`config.mk`:
```
export PLATFORM = sky130hd
export DESIGN_NAME = alu_iter
export DESIGN_NICKNAME = d
export VERILOG_FILES = /design/src/rtl/alu_pkg.sv /design/src/rtl/alu_shift_mul.sv /design/src/rtl/alu_iter.sv
export SDC_FILE = /design/constraint.sdc
export NUM_CORES = 1
export LEC_CHECK = 0
export CORE_ASPECT_RATIO = 1.25
export CORE_MARGIN = 3
export CORE_UTILIZATION = 55
export CTS_CLUSTER_SIZE = 40
export DETAILED_ROUTE_END_ITERATION = 7
export PLACE_DENSITY = 0.86
export REMOVE_ABC_BUFFERS = 1
export SYNTH_ARGS = -nofsm -noshare
export SYNTH_HDL_FRONTEND = slang
export SYNTH_HIERARCHICAL = 1
export SYNTH_SLANG_ARGS = --single-unit
```
`constraint.sdc`:
```
create_clock -name clk_i -period 4.6 [get_ports clk_i]
set_input_delay 0.92 -clock clk_i [delete_from_list [all_inputs] [get_ports clk_i]]
set_output_delay 0.92 -clock clk_i [all_outputs]
set_load 0.01 [all_outputs]
```
`src/rtl/alu_pkg.sv`:
```
// alu_pkg: ALUCtrl encodings and FSM state type shared by the iterative ALU
package alu_pkg;
    localparam logic [2:0] ALU_OR   = 3'b000;
    localparam logic [2:0] ALU_AND  = 3'b001;
    localparam logic [2:0] ALU_ADD  = 3'b010;
    localparam logic [2:0] ALU_SUB  = 3'b011;
    localparam logic [2:0] ALU_MUL  = 3'b100;
    localparam logic [2:0] ALU_DIVU = 3'b101;
    localparam logic [2:0] ALU_REMU = 3'b110;
    typedef enum logic [1:0] {IDLE, MUL, DIV, DONE} state_t;
endpackage

```
`src/rtl/alu_shift_mul.sv`:
```
// alu_shift_mul: shift-add multiplier datapath, one multiplier bit per step
// result is the accumulator including the current step, so the final step's product is visible combinationally
module alu_shift_mul #(
    parameter int WIDTH = 32
) (
    input  logic             clk,
    input  logic             rst,
    input  logic             load,
    input  logic             step,
    input  logic [WIDTH-1:0] a,
    input  logic [WIDTH-1:0] b,
    output logic [WIDTH-1:0] result
);
    logic [WIDTH-1:0] mcand, mplier, acc;
    assign result = mplier[0] ? acc + mcand : acc;
    always_ff @(posedge clk) begin
        if (rst) begin
            mcand  <= '0;
            mplier <= '0;
            acc    <= '0;
        end else if (load) begin
            mcand  <= a;
            mplier <= b;
            acc    <= '0;
        end else if (step) begin
            acc    <= result;
            mcand  <= mcand << 1;
            mplier <= mplier >> 1;
        end
    end
endmodule

```
`src/rtl/alu_iter.sv`:
```
// alu_iter: multi-cycle ALU with start/ready/valid handshake and iterative MUL
// Restoring DIVU/REMU divider is built only when ALU_DIV_EN is defined.
module alu_iter
    import alu_pkg::*;
#(
    parameter int WIDTH = 32
) (
    input  logic             clk_i,
    input  logic             rst_i,
    input  logic             start_i,
    input  logic [WIDTH-1:0] data1_i,
    input  logic [WIDTH-1:0] data2_i,
    input  logic [2:0]       ALUCtrl_i,
    output logic             ready_o,
    output logic             valid_o,
    output logic [WIDTH-1:0] data_o,
    output logic             Zero_o,
    output logic             err_o
);
    localparam int CNT_W = $clog2(WIDTH) + 1;
    state_t state_q, state_d;
    logic [CNT_W-1:0] cnt_q;
    logic accept, busy, last, div_op, illegal;
    logic [WIDTH-1:0] fast_res, mul_res, div_res, res_d;

    assign accept   = start_i && state_q == IDLE;
    assign busy     = state_q == MUL || state_q == DIV;
    assign last     = cnt_q == CNT_W'(WIDTH);
    assign ready_o  = state_q == IDLE;
    assign valid_o  = state_q == DONE;
    assign Zero_o   = data_o == '0;
    assign illegal  = ALUCtrl_i > ALU_MUL && !div_op;
    // Unlisted encodings fall through to zero, which is also the illegal-op result
    assign fast_res = ALUCtrl_i == ALU_OR  ? data1_i | data2_i :
                      ALUCtrl_i == ALU_AND ? data1_i & data2_i :
                      ALUCtrl_i == ALU_ADD ? data1_i + data2_i :
                      ALUCtrl_i == ALU_SUB ? data1_i - data2_i : '0;
    assign res_d    = state_q == MUL ? mul_res : state_q == DIV ? div_res : fast_res;

    always_comb begin
        state_d = state_q == DONE ? IDLE :
                  busy            ? (last ? DONE : state_q) :
                  !accept         ? IDLE :
                  ALUCtrl_i == ALU_MUL ? MUL : div_op ? DIV : DONE;
    end

    always_ff @(posedge clk_i) begin
        if (rst_i) begin
            state_q <= IDLE;
            cnt_q   <= '0;
            data_o  <= '0;
            err_o   <= 1'b0;
        end else begin
            state_q <= state_d;
            cnt_q   <= accept ? CNT_W'(1) : busy ? cnt_q + CNT_W'(1) : '0;
            if (state_d == DONE && state_q != DONE) begin
                data_o <= res_d;
                err_o  <= state_q == IDLE && illegal;
            end
        end
    end

    alu_shift_mul #(.WIDTH(WIDTH)) u_mul (
        .clk    (clk_i),
        .rst    (rst_i),
        .load   (accept),
        .step   (state_q == MUL),
        .a      (data1_i),
        .b      (data2_i),
        .result (mul_res)
    );

`ifdef ALU_DIV_EN
    logic [2:0]       op_q;
    logic [WIDTH-1:0] dvsr_q, rem_q, quo_q, rem_n, quo_n;
    logic [WIDTH:0]   trial;
    assign div_op  = ALUCtrl_i == ALU_DIVU || ALUCtrl_i == ALU_REMU;
    // Divide by zero never restores, giving all-ones quotient and the dividend as remainder
    assign trial   = {rem_q, quo_q[WIDTH-1]} - {1'b0, dvsr_q};
    assign rem_n   = trial[WIDTH] ? {rem_q[WIDTH-2:0], quo_q[WIDTH-1]} : trial[WIDTH-1:0];
    assign quo_n   = {quo_q[WIDTH-2:0], ~trial[WIDTH]};
    assign div_res = op_q == ALU_DIVU ? quo_n : rem_n;
    always_ff @(posedge clk_i) begin
        if (rst_i) begin
            op_q   <= '0;
            dvsr_q <= '0;
            rem_q  <= '0;
            quo_q  <= '0;
        end else if (accept) begin
            op_q   <= ALUCtrl_i;
            dvsr_q <= data2_i;
            rem_q  <= '0;
            quo_q  <= data1_i;
        end else if (state_q == DIV) begin
            rem_q  <= rem_n;
            quo_q  <= quo_n;
        end
    end
`else
    assign div_op  = 1'b0;
    assign div_res = '0;
`endif
endmodule

```
==> flow_metrics.env <==
export IMPL_status="finished clean"
export IMPL_hp_class="reg2reg"
export IMPL_avgRoutedWirePerCell_microns=21.40
export IMPL_grt_pass1_vias=12460
export IMPL_cp_slowest_cell="a41oi_1"
export IMPL_cts_buffer_depth=2
export IMPL_drc=0
export IMPL_cp_arrival_ns=4.32
export IMPL_hold_viol_final=0
export IMPL_cts_sinks=137
export IMPL_power_leakage_nw=6.253
export IMPL_ant_nets=0
export IMPL_netlist_area_sq_mm=0.01268
export IMPL_die_area_sq_mm=0.02492
export IMPL_dr_pass1_iters=6
export IMPL_dp_hpwl_microns=32480
export IMPL_synth_top_flop_cell="dfxtp_1"
export IMPL_worstMarginPinSlew_ns=0.8660
export IMPL_whs_ns=0.4741
export IMPL_slew_headroom_pct=41.73
export IMPL_fin_skew_ns=0.01498
export IMPL_n_antenna_cell=0
export IMPL_setup_viol=0
export IMPL_cts_resized=0
export IMPL_power_ir_vdd_worst_mv=0.6879
export IMPL_cts_tree="done"
export IMPL_ys_warnings_count=6
export IMPL_rsz0062_at_grt="no"
export IMPL_drt_iter0_markers=1444
export IMPL_grt_max_degree=128
export IMPL_required_ns=4.87
export IMPL_synth_seq_cells=137
export IMPL_numCtsBuffers=17
export IMPL_drt_vias_per_instance=6.430
export IMPL_power_density_mw_per_mm2=465.1
export IMPL_gr_total_overflow=0
export IMPL_synthCells=1690
export IMPL_placed_area_sq_mm=0.01396
export IMPL_end_kind="flip-flop"
export IMPL_htreeDepth=4
export IMPL_yosysSeqAreaShare_pct=21.64
export IMPL_synth_edf_count=0
export IMPL_final_cell_area_sq_mm=0.01458
export IMPL_port_buffer_count=105
export IMPL_grt_antenna_before_repair=0
export IMPL_vias=13110
export IMPL_final_nets=1949
export IMPL_synth_cell_types=89
export IMPL_rows=61
export IMPL_synthArstFlopShare_pct=0
export IMPL_coreArea_sq_mm=0.02244
export IMPL_power_total_mw=6.781
export IMPL_syn_area_per_cell_sq_um=7.501
export IMPL_cts_root_buf="clkbuf_16"
export IMPL_layout_min_cycle_time_ns=4.052
export IMPL_clk_latency_ns=0.43
export IMPL_clk_transition_reported_paths_ns=0.07
export IMPL_cap_violations=0
export IMPL_wl_microns=43640
export IMPL_areaGrowthSynthToFinish_pct=15.01
export IMPL_crit_path_max_incr_delay_ns=0.45
export IMPL_die_y_microns=175.7
export IMPL_start_util_pct=56.49
export IMPL_post_cts_buffers=0
export IMPL_cp_max_fo=6
export IMPL_die_w_microns=141.8
export IMPL_post_route_period_util_pct=88.09
export IMPL_max_freq_mhz=246.8
export IMPL_io_pins=106
export IMPL_slew_violations=0
export IMPL_crit_type="reg2reg"
export IMPL_final_core_util_pct=64.97
export IMPL_crit_path_cell_trace="ha_1, fa_1, a21o_1, nand4_1, nand2_1, a22o_1, a41oi_1, o31ai_1, a21oi_1, xnor2_1, mux2_2, a21oi_1, nand4_1, nor3_1, a2111oi_2"
export IMPL_drive_above_1_share_pct=7.859
export IMPL_grtUsageTotal_pct=34.32
export IMPL_start_kind="flip-flop"
export IMPL_globalplace_congestion=1.018
export IMPL_hold_buffers=0
export IMPL_grt_pass1_wl_microns=68480
through the flow:
stage,TNS (ns),cells,worst slack [ns]
6_report,0,2039,0.5478
5_1_grt,0,2039,0.2879
4_1_cts,0,2039,0.6548
3_5_place_dp,0,2008,0.2324
3_3_place_gp,0,2008,0.3133
2_1_floorplan,-23.04,1587,-0.7729
state kept, by name (all words and copies together) (netlist names):
register,count
state_q,2
u_mul/mcand,32
u_mul/acc,32
data_o,32
u_mul/mplier,32
cnt_q,6
err_o,1
layout by cell type, fill, tap and decap left out, types with 11 or more instances in the layout:
master / Yosys / final
ha_1: 132 / 131
nand2b_1: 12 / 12
mux2_2: 24 / 24
buf_4: 2 / 31
xor2_1: 22 / 22
dfxtp_1: 137 / 137
xnor2_1: 38 / 38
and3_1: 13 / 13
nand2_1: 98 / 98
clkdlybuf4s50_1: 0 / 103
o21a_1: 16 / 16
nand3_1: 20 / 20
nand4_1: 13 / 13
nor2_1: 272 / 272
a21o_1: 27 / 27
a221oi_1: 15 / 15
nor4_1: 14 / 14
a211oi_1: 15 / 14
mux2i_1: 83 / 83
o31ai_1: 12 / 12
nor3_1: 36 / 36
a221o_1: 11 / 11
a31oi_1: 11 / 11
o21bai_1: 12 / 12
a21oi_1: 213 / 213
clkbuf_16: 0 / 17
o21ai_0: 68 / 68
o21ai_1: 16 / 16
o211ai_1: 13 / 13
nor2b_1: 12 / 12
inv_1: 105 / 104
layer usage:
| layer | up-vias | part of all wire (%) | track usage (%) |
|---|---|---|---|
| met3 | 151 | 9.4 | 5.991 |
| met4 | 0 | 4.4 | 13.96 |
| met5 | - | 0 | 0 |
| met1 | 6096 | 41 | 45.94 |
| met2 | 751 | 45 | 54.63 |
| li1 | 6112 | - | - |
power by group:
part / internal (mW) / total, mW / switching [mW]
logic: 1.40 / 3.52 / 2.12
registers: 1.45 / 1.74 / 0.294
clock network: 0.910 / 1.51 / 0.603
worst paths after layout:
kind	from	slack, ns	cells after the start	to
worst max-delay path	u_mul/mcand[0]	0.55	15	data_o[26]
worst min-delay path	err_o	0.47	2	err_o
worst max register to register	u_mul/mcand[0]	0.55	15	data_o[26]
worst min register to register	err_o	0.47	2	err_o
cell families (layout without fill, tap and decap cells):
logic type / Yosys count / in the layout / synth area share (%)
buffers and inverters: 209 / 275 / 6.505
multiplexers: 107 / 107 / 8.686
XOR/XNOR: 60 / 60 / 4.146
AND/OR/NAND/NOR: 524 / 524 / 18.30
adder cells (fa/ha/maj): 135 / 135 / 13.50
flip-flops: 137 / 137 / 21.64
AO/OA/AOI/OAI: 518 / 518 / 27.22
final cells by class:
| type | instances | area, sq um |
|---|---|---|
| Clock buffer | 17 | 425.4 |
| Clock inverter | 14 | 193.9 |
| Fill cell | 1884 | 7860 |
| Inverter | 106 | 400.4 |
| Multi-Input combinational cell | 1344 | 9134 |
| Sequential cell | 137 | 2743 |
| Tap cell | 283 | 354.1 |
| Timing Repair Buffer | 138 | 1329 |
worst max-delay path: cells and delay by family, from the launching register on:
kind                     cells  cell delay (ns)
multiplexers                 1             0.29
adder cells (fa/ha/maj)      2             0.67
XOR/XNOR                     1             0.09
flip-flops                   1             0.32
AND/OR/NAND/NOR              4             0.57
AO/OA/AOI/OAI                7             1.94
synth_stat cells, types with 13 or more instances:
cell / number / area (sq um)
a21oi_1: 213 / 1066
and3_1: 13 / 81.33
dfxtp_1: 137 / 2743
a211oi_1: 15 / 112.6
nor2_1: 272 / 1021
mux2_2: 24 / 270.3
inv_1: 105 / 394.1
nand3_1: 20 / 100.1
mux2i_1: 83 / 830.8
buf_2: 14 / 70.07
clkbuf_1: 69 / 259.0
ha_1: 132 / 1652
a21o_1: 27 / 202.7
xnor2_1: 38 / 332.8
o21a_1: 16 / 120.1
o21ai_0: 68 / 340.3
nor3_1: 36 / 180.2
o21ai_1: 16 / 80.08
o211ai_1: 13 / 97.59
a221oi_1: 15 / 131.4
nor4_1: 14 / 87.58
buf_1: 16 / 60.06
xor2_1: 22 / 192.7
nand2_1: 98 / 367.9
nand4_1: 13 / 81.33
Power figures use the tool's default switching activity.
